`config.mk`:
```
export PLATFORM = sky130hd
export DESIGN_NAME = dmem_lsu
export DESIGN_NICKNAME = d
export VERILOG_FILES = /design/src/rtl/dmem_lsu.sv
export SDC_FILE = /design/constraint.sdc
export NUM_CORES = 1
export LEC_CHECK = 0
export ABC_AREA = 1
export ABC_CLOCK_PERIOD_IN_PS = 3500
export BUFFER_PORTS_ARGS = -buffer_cell sky130_fd_sc_hd__buf_2
export CAP_MARGIN = 20
export CORE_MARGIN = 10
export CORE_UTILIZATION = 23
export DETAILED_ROUTE_END_ITERATION = 7
export PLACE_DENSITY = 0.43
export SKIP_LAST_GASP = 1
export SYNTH_ARGS = -nofsm -noshare
export SYNTH_HDL_FRONTEND = slang
export SYNTH_SLANG_ARGS = --single-unit
export TNS_END_PERCENT = 30
```
`constraint.sdc`:
```
create_clock -name clk -period 3.5 [get_ports clk]
set_clock_uncertainty 0.1 [all_clocks]
set_input_delay 0.175 -clock clk [delete_from_list [all_inputs] [get_ports clk]]
set_output_delay 0.175 -clock clk [all_outputs]
set_load 0.03 [all_outputs]
```
`src/rtl/dmem_lsu.sv`:
```
// dmem_lsu: byte/halfword/word load-store unit in front of the 256x8
// big-endian DMEM. Sub-word stores are done as read-modify-write on the
// containing word; loads extract the addressed lane and extend it.
module dmem_lsu #(
    parameter int ADDR_W = 8,
    parameter int DATA_W = 32
) (
    input  logic              clk,
    input  logic              reset_n,
    input  logic              req,
    input  logic              we,
    input  logic [1:0]        size,
    input  logic              sign_ext,
    input  logic [ADDR_W-1:0] addr,
    input  logic [DATA_W-1:0] wdata,
    output logic              busy,
    output logic              done,
    output logic              err,
    output logic [DATA_W-1:0] rdata,
    output logic              dm_memread,
    output logic              dm_memwrite,
    output logic [ADDR_W-1:0] dm_address,
    output logic [DATA_W-1:0] dm_writedata,
    input  logic [DATA_W-1:0] dm_readdata
);

    typedef enum logic [1:0] {
        S_IDLE,
        S_RD,
        S_WR,
        S_DONE
    } state_t;

    localparam logic [1:0] SZ_BYTE = 2'b00;
    localparam logic [1:0] SZ_HALF = 2'b01;
    localparam logic [1:0] SZ_WORD = 2'b10;

    state_t              state;
    state_t              next_state;
    logic                we_q;
    logic [1:0]          size_q;
    logic                sext_q;
    logic [ADDR_W-1:0]   addr_q;
    logic [DATA_W-1:0]   wdata_q;
    logic [DATA_W-1:0]   line_q;
    logic [DATA_W-1:0]   load_val;
    logic [DATA_W-1:0]   store_val;
    logic [7:0]          lane8;
    logic [15:0]         lane16;
    logic                illegal;
    logic                accept;

    assign accept  = (state == S_IDLE) && req;
    assign illegal = (size == 2'b11) ||
                     ((size == SZ_HALF) && addr[0]) ||
                     ((size == SZ_WORD) && (addr[1:0] != 2'b00));

    // Control state, error flag and load result; all cleared by reset
    always_ff @(posedge clk) begin
        if (!reset_n) begin
            state <= S_IDLE;
            err   <= 1'b0;
            rdata <= '0;
        end else begin
            state <= next_state;
            if (accept) begin
                err <= illegal;
            end
            if ((state == S_RD) && !we_q) begin
                rdata <= load_val;
            end
        end
    end

    // Request fields and the line buffer only matter once a request is held
    always_ff @(posedge clk) begin
        if (accept) begin
            we_q    <= we;
            size_q  <= size;
            sext_q  <= sign_ext;
            addr_q  <= addr;
            wdata_q <= wdata;
        end
        if (state == S_RD) begin
            line_q <= dm_readdata;
        end
    end

    // Pick the addressed big-endian lane out of the word DMEM returns and extend it
    always_comb begin
        lane8    = 8'h00;
        lane16   = 16'h0000;
        load_val = dm_readdata;
        case (addr_q[1:0])
            2'd0:    lane8 = dm_readdata[31:24];
            2'd1:    lane8 = dm_readdata[23:16];
            2'd2:    lane8 = dm_readdata[15:8];
            default: lane8 = dm_readdata[7:0];
        endcase
        lane16 = addr_q[1] ? dm_readdata[15:0] : dm_readdata[31:16];
        case (size_q)
            SZ_BYTE: load_val = {{24{sext_q & lane8[7]}}, lane8};
            SZ_HALF: load_val = {{16{sext_q & lane16[15]}}, lane16};
            default: load_val = dm_readdata;
        endcase
    end

    // Merge the store data into the buffered word; a word store bypasses the buffer
    always_comb begin
        store_val = line_q;
        case (size_q)
            SZ_BYTE: begin
                case (addr_q[1:0])
                    2'd0:    store_val[31:24] = wdata_q[7:0];
                    2'd1:    store_val[23:16] = wdata_q[7:0];
                    2'd2:    store_val[15:8]  = wdata_q[7:0];
                    default: store_val[7:0]   = wdata_q[7:0];
                endcase
            end
            SZ_HALF: begin
                if (addr_q[1]) begin
                    store_val[15:0] = wdata_q[15:0];
                end else begin
                    store_val[31:16] = wdata_q[15:0];
                end
            end
            default: store_val = wdata_q;
        endcase
    end

    // Next-state logic and the DMEM/handshake outputs decoded from state
    always_comb begin
        next_state   = state;
        busy         = (state != S_IDLE);
        done         = 1'b0;
        dm_memread   = 1'b0;
        dm_memwrite  = 1'b0;
        dm_address   = '0;
        dm_writedata = '0;
        case (state)
            S_IDLE: begin
                if (req) begin
                    if (illegal) begin
                        next_state = S_DONE;
                    end else if (we && (size == SZ_WORD)) begin
                        next_state = S_WR;
                    end else begin
                        next_state = S_RD;
                    end
                end
            end
            S_RD: begin
                dm_memread = 1'b1;
                dm_address = {addr_q[ADDR_W-1:2], 2'b00};
                next_state = we_q ? S_WR : S_DONE;
            end
            S_WR: begin
                dm_memwrite  = 1'b1;
                dm_address   = {addr_q[ADDR_W-1:2], 2'b00};
                dm_writedata = store_val;
                next_state   = S_DONE;
            end
            default: begin
                done       = 1'b1;
                next_state = S_IDLE;
            end
        endcase
    end

endmodule

```
After elaboration in Yosys (flattened, before gate mapping)
Index checks and enable logic that the tools add are counted.
{"block": "op_classes", "n_reduce_logical": 16, "bitwise": 2, "eq_ne": 9, "n_mux": 20}
{"cell": "$pmux W32 S2", "count": 2}
{"cell": "$mux W16", "count": 3}
{"cell": "$mux W8", "count": 5}
{"cell": "$mux W32", "count": 1}
{"cell": "$pmux W8 S3", "count": 1}
{"cell": "$eq A2 B1 Y1 const B", "count": 4}
{"cell": "$eq A2 B2 Y1 const B", "count": 4}
{"cell": "$logic_not A2 Y1", "count": 3}
{"cell": "$mux W2", "count": 3}
{"cell": "$pmux W2 S3", "count": 1}
{"cell": "$reduce_or A3 Y1", "count": 2}
{"cell": "$logic_and A1 B1 Y1", "count": 5}
{"cell": "$mux W1", "count": 4}
{"cell": "$reduce_bool A2 Y1", "count": 2}
{"cell": "$and A1 B1 Y1", "count": 2}
{"cell": "$logic_or A1 B1 Y1", "count": 2}
{"cell": "$ne A2 B2 Y1 const B", "count": 1}
{"cell": "$reduce_or A2 Y1", "count": 1}
{"cell": "$logic_not A1 Y1", "count": 1}
{"block": "totals", "in_bits": 79, "elab_cells": 56, "output_inout_bits": 77, "reg_bits": 111}

Depth between registers and ports, before layout
Gate-level depths: netlist of run 1.
{"block": "depth", "ltp_word": 7, "depth_mapped": 10, "ltp_nobuf": 9}

Least setup slack after synthesis of run 1
No wires, ideal clock.
{"block": "synth_timing", "kind": "register -> register", "startpoint": "register state[1]", "endpoint": "register rdata[2]", "period_less_slack_ns": 2.688, "stages_incl_launch_ff": 11, "arrival_time_ns": 2.518, "setup_time_ns": 0.070, "t_required_ns": 3.330, "path_buffers": 2, "setup_slack_ns": 0.812, "cell_sequence": "dfxtp_1 inv_1 ha_1 inv_1 nor2_4 inv_1 buf_2 buf_2 a21oi_1 nand2_1 a21oi_1"}
{"block": "synth_via", "elab_chain_cells": 2}
{"element": "start, declared", "line": "38", "source": "state_t state;"}
{"element": "start signal, assigned", "line": "65", "source": "state <= next_state;"}
{"element": "$eq A2 B1 Y1", "line": "69", "source": "if ((state == S_RD) && !we_q) begin"}
{"element": "$logic_and A1 B1 Y1", "line": "69"}
{"element": "end signal, assigned", "line": "70", "source": "rdata <= load_val;"}
{"element": "end, declared", "line": "19", "source": "output logic [DATA_W-1:0] rdata,"}
Every way passes these cells.
A chain may end at the register's enable or synchronous reset.

Worst setup path after layout of run 1
{"block": "layout_timing", "startpoint": "register size_q[1]", "endpoint": "output dm_writedata[26]"}
{"block": "layout_via", "elab_chain_cells": 3, "word_cells_on_any_way": 4, "classes_between": "eq/ne (1); mux (2); reduce/logical (1)"}
{"element": "start, declared", "line": "41", "source": "logic [1:0] size_q;"}
{"element": "start signal, assigned", "line": "79", "source": "size_q <= size;"}
{"element": "$eq A2 B1 Y1 / $logic_not A2 Y1 (equally long branches)", "line": "111", "source": "case (size_q)"}
{"element": "$pmux W32 S2 (*)", "line": "111"}
{"element": "$mux W32 (*)", "line": "140", "source": "case (state)"}
{"element": "end, declared", "line": "23", "source": "output logic [DATA_W-1:0] dm_writedata,"}
Every way passes the cells marked *; elsewhere a longest branch is shown, timed or not.

==> out/results.ini, run 1 <==
[detailed_routing]
drtAntennaViolNets=0
drt_iter0_markers=314
totalWireLength_um=21600
route.vias.total=5265
wl_per_cell_um=18.1
first_pass_iters=5
drc=0
vias_per_cell=4.40

[hold_path]
hold_class=in -> reg

[global_route]
antenna_found_initial=0
grt_max_degree=47
grt_pass1_vias=5407
grt.overflow.total=0
grt_use_total=0.138
grt_pass1_wl_um=32700

[finish]
drive_above_1_share=0.225
nFillCells=2523
synthToLayoutAreaGrowth_pct=39.2
final_cell_mix=153 x buf_2, 133 x nand2_1, 90 x a21oi_1
final_core_util=0.327
regArea_um2=2980
finish.net_count=955
n_antenna_cell=0
layout.cells.most_common=buf_2
multi_input_area_um2=2070

[pwr]
p_leak_nw=3.47
ir_worst_vdd_v=0.000235
powerDensity_nw_per_um2=715

[synthesis]
yosysSeqAreaShare=0.538
netlist_area_um2=5540
yosysWarnings=0
synth_top_area_cell=edfxtp_1
synthCells=659
synth_seq_cells=111
syn_avg_cell_area_um2=8.41
synth_top_cell_area_share=0.412
yosysUniqueCellTypes=29
synth.area.top_cells=edfxtp_1 41%, dfxtp_1 13%, nand2_1 9.0%

[worst_setup_path]
worst_setup_path_start_kind=register
cp_data_arrival_time_ps=2830
cp_max_fo=15
required_ps=3220
critical_path_class=reg -> out
cp-end-kind=output port

[timing]
maxSlewViolCount=0
worst_slew_pin_slew_ps=830
tns_ps=0
period_share=0.886
slew_headroom=0.443
hold_viol=0
period_needed_ps=3100
setup_viol_count_final=0
max_freq_mhz=323
rsz0062_at_grt=no

[job]
cap_viol_max_count=0

[clock_tree]
cts_tree=done
clk_latency_ps=360
cts.sinks=111
postCtsResizedCells=0
htree_levels=3
clock_path_buffers=2
numCtsBuffers=9
cts.clk_slew.worst_paths_ps=80
cts-root-buf=clkbuf_16

[floorplan]
dieArea_um2=30700
fp.dieW_um=175
fp-row-count=56
start_util=0.235
fp.coreArea_um2=23600
ios=156
dieHeight_um=175

[placement]
gp_congestion=0.833
numPortBuffers=153
dp_hpwl_um=15900

[outcome]
status=completed

-- where the power goes --
group | internal [W] | switching, W
logic | 0.000682 | 0.00166
registers | 0.00180 | 0.000204
clock network | 0.000639 | 0.000525
-- Yosys cell counts --
cell type,instances
buf_4,8
dfxtp_1,35
buf_2,11
o21bai_1,3
inv_1,72
ha_1,4
a21oi_1,90
nand2_1,133
edfxtp_1,76
nor2_1,58
a22oi_1,8
inv_2,5
nor2_2,1
a31oi_1,10
clkinv_1,1
o21ai_1,4
buf_1,1
nor2_4,3
o22ai_1,7
nand2_2,4
o221ai_1,4
o21ai_0,63
nand3_2,2
nand3_1,27
a21oi_2,1
clkbuf_1,18
conb_1,1
buf_6,1
o211ai_1,8
-- final timing paths --
kind / from / endpoint / slack [ps] / cells after the start
worst max-delay path: size_q[1] / dm_writedata[26] / 400 / 6
worst min-delay path: dm_readdata[29] / line_q[29] / 40 / 1
worst max register to register: size_q[1] / rdata[28] / 1000 / 7
worst min register to register: rdata[5] / rdata[5] / 360 / 2
-- final cells by class --
cell class,count,share of cell area
clock buffers,9,0.0292
repair buffers,240,0.213
inverters,78,0.0379
flip-flops and latches,111,0.387
clock inverters,7,0.0133
well taps,319,0.0517
multi-input cells,432,0.269
-- sequential cells by signal, indices dropped and copies added, names as in the netlist --
register	count
sext_q	1
we_q	1
rdata	32
state	2
addr_q	8
err	1
line_q	32
wdata_q	32
size_q	2
-- metrics by stage --
stage	power, W	worst slack, ps	area [um^2]	hold WS (ps)	std cells
global route	0.00588	177	7720	33.2	1196
floorplan	0.00354	812	5550	174	660
CTS	0.00556	407	7670	13.1	1194
finish	0.00552	399	7720	37.7	1196
global placement	0.00431	824	6580	251	1102
detailed placement	0.00431	808	6580	253	1102
-- critical path, cell delays in order (launching register included) --
cell,delay [ps]
edfxtp_1,590
inv_2,270
nand2_2,270
nor2_1,680
a21oi_1,150
a21oi_1,230
buf_2,250
-- logic make-up (layout without fill, tap and decap cells) --
group,Yosys count,in the layout,synth area share
buffers and inverters,117,334,0.0885
AOI/OAI and AO/OA,198,198,0.195
other,1,2,0.000677
adders and majority gates,4,4,0.00903
and+or+nand+nor,228,228,0.169
DFF,111,111,0.538
-- what timing repair did --
action                    CTS  global route
setup buffers               0             0
hold endpoints to repair   77             0
hold buffers               76             0
-- per-layer routing --
| metal | up-vias | track usage | share of wire |
|---|---|---|---|
| met5 | - | 0 | 0 |
| met3 | 12 | 0.0379 | 0.058 |
| met4 | 0 | 0.0314 | 0.0094 |
| li1 | 2652 | - | - |
| met2 | 152 | 0.218 | 0.46 |
| met1 | 2449 | 0.182 | 0.47 |
Note: power is estimated with default switching activity, not from simulation.
==> run 2, diff against run 1 <==
--- a/config.mk
+++ b/config.mk
@@ -7,7 +7,7 @@
 export LEC_CHECK = 0
 export ABC_AREA = 1
 export ABC_CLOCK_PERIOD_IN_PS = 3500
-export BUFFER_PORTS_ARGS = -buffer_cell sky130_fd_sc_hd__buf_2
+export BUFFER_PORTS_ARGS = -buffer_cell sky130_fd_sc_hd__buf_4
 export CAP_MARGIN = 20
 export CORE_MARGIN = 10
 export CORE_UTILIZATION = 23
@@ -17,4 +17,4 @@
 export SYNTH_ARGS = -nofsm -noshare
 export SYNTH_HDL_FRONTEND = slang
 export SYNTH_SLANG_ARGS = --single-unit
-export TNS_END_PERCENT = 30
+export TNS_END_PERCENT = 5
==> run 2 against run 1 <==
Critical path depth down 1. Worst setup slack worse by 56 ps. Via count is 2.0% higher. Global-route usage up 0.26 points. Count of clock-buffer cells in the layout is 2 higher. Combinational power up 6%. Flip-flop and latch count is the same. Cell count unchanged. Sequential share of layout area shrank 1.6 points. Maximum frequency decreased by 1.8%. Die area is the same. Clock power shrank 6%. Largest cell class unchanged. Highest routed layer unchanged.
==> out/results.ini, run 2 (synthesized netlist as in run 1, its figures left out) <==
[finish]
synthToLayoutAreaGrowth_pct=45.3
final_cell_mix=162 x buf_4, 133 x nand2_1, 90 x a21oi_1
top_regs=line_q (32), rdata (32), wdata_q (32)
drive_above_1_share=0.221  ; -0.00342
stdcell_area_um2=8050  ; +4.4%
finish.net_count=955  ; unchanged
layout.cells.most_common=buf_4
final_core_util=0.341  ; +0.0143
n_antenna_cell=0  ; unchanged

[pwr]
p_leak_nw=3.51  ; +1.2%
ir_worst_vdd_v=0.000248  ; +5.6%
powerDensity_nw_per_um2=696  ; -2.6%

[detailed_routing]
wl_per_cell_um=18.4  ; +2.1%
route.vias.total=5368  ; +2.0%
drtAntennaViolNets=0  ; unchanged
totalWireLength_um=22000  ; +2.1%
vias_per_cell=4.49  ; +2.0%
drt_iter0_markers=397  ; +26%
first_pass_iters=5  ; unchanged
drc=0  ; unchanged

[placement]
dp_hpwl_um=16000  ; +0.55%
gp_congestion=0.823  ; -1.2%
placed_area_um2=6960  ; +5.8%
numPortBuffers=153  ; unchanged

[worst_setup_path]
reg2reg_to=rdata[25]
reg2reg_slack_ps=980  ; -20 ps
crit_start=addr_q[1]
cp_data_arrival_time_ps=2880  ; +50 ps
critical_path_class=reg -> out
required_ps=3220  ; about the same
cp-end-kind=output port
rr_startpoint=addr_q[1]
worst_setup_path_start_kind=register
cp_max_fo=23  ; +8
worstSetupEndpoint=dm_writedata[25]
rr_worst_depth=8  ; +1

[clock_tree]
cts.sinks=111  ; unchanged
htree_levels=3  ; unchanged
clock_path_buffers=2  ; unchanged
cts.clk_slew.worst_paths_ps=80  ; about the same
clk_latency_ps=360  ; about the same
cts_tree=done
cts-root-buf=clkbuf_16
numCtsBuffers=9  ; unchanged

[timing]
setup_viol_count_final=0  ; unchanged
hold_ws_ps=50.4  ; +12.8 ps
worst_slew_pin_slew_ps=1000  ; +170 ps
max_freq_mhz=317  ; -1.8%
hold_viol=0  ; unchanged
maxSlewViolCount=0  ; unchanged
period_share=0.902  ; +0.0160
period_needed_ps=3160  ; +55.9 ps
slew_headroom=0.333  ; -0.110
rsz0062_at_grt=no
tns_ps=0  ; unchanged

[floorplan]
fp.dieW_um=175  ; unchanged
ios=156  ; unchanged
dieHeight_um=175  ; unchanged
fp.coreArea_um2=23600  ; unchanged
start_util=0.235  ; unchanged
dieArea_um2=30700  ; unchanged
fp-row-count=56  ; unchanged

[global_route]
grt_max_degree=47  ; unchanged
grt_pass1_vias=5548  ; +2.6%
grt.overflow.total=0  ; unchanged
grt_use_total=0.140  ; +0.00255
antenna_found_initial=0  ; unchanged
grt_pass1_wl_um=33300  ; +1.8%

[job]
cap_viol_max_count=0  ; unchanged

[outcome]
status=completed

[hold_path]
hold_class=in -> reg

## run 2: cell types whose count changed in the layout (fill, tap and decap cells not counted)
cell / change
clkinv_2: -1
clkbuf_1: +2
buf_16: -1
bufinv_16: -1
buf_4: +153
dlygate4sd3_1: +1
buf_2: -153
clkinvlp_4: +1
inv_6: -1
## run 2: layout make-up
| cell class | instances | area, um^2 |
|---|---|---|
| clock buffer | 11 | 233 |
| clock inverter | 5 | 66.3 |
| fill | 2497 | 15600 |
| tap | 319 | 399 |
| sequential | 111 | 2980 |
| timing repair buffer | 240 | 2010 |
| inverter | 78 | 293 |
| multi-input combinational | 432 | 2070 |
## run 2: what timing repair did
action / CTS / global route
hold buffers: 77 / 0
endpoints found under the hold margin: 77 / 0
resized for setup: 0 / 0
setup endpoints to repair: 0 / 0
buffers inserted: 0 / 0
## run 2: worst min-delay path by stage
| stage | startpoint | to | depth (start not counted) |
|---|---|---|---|
| after floorplan | addr[0] | addr_q[0] | 0 |
| after global placement | addr[2] | addr_q[2] | 1 |
| after detailed placement | wdata[22] | wdata_q[22] | 1 |
| after CTS | reset_n | rdata[14] | 3 |
| after global routing | reset_n | rdata[14] | 3 |
| final | reset_n | rdata[7] | 3 |
## run 2: routing by layer
metal	up-vias	part of all wire	wire (um)	track usage
met4	0	0.019	421	0.0424
met1	2515	0.45	9940	0.184
met3	26	0.070	1550	0.0407
met2	181	0.46	10100	0.218
met5	-	0	0	0
li1	2646	-	-	-
## run 2: power breakdown
part / leakage (nW) / switching, W / internal (W) / total, W
Sequential: 0.999 / 0.000220 / 0.00180 / 0.00202
Combinational: 2.37 / 0.00167 / 0.000828 / 0.00249
Clock: 0.142 / 0.000524 / 0.000567 / 0.00109
## run 2: stage by stage
step                std cells  worst slack [ps]  power, W
finish                   1196               344   0.00561
CTS                      1195               392   0.00567
global placement         1102               798   0.00449
floorplan                 660               812   0.00354
detailed placement       1102               754   0.00449
global route             1196              98.8   0.00599
## run 2: worst max-delay path: stages, from the launching register on
cell and delay [ps]:
edfxtp_1 770, inv_1 380, nor2_1 750, a21oi_1 150, a21oi_1 250, buf_4 210
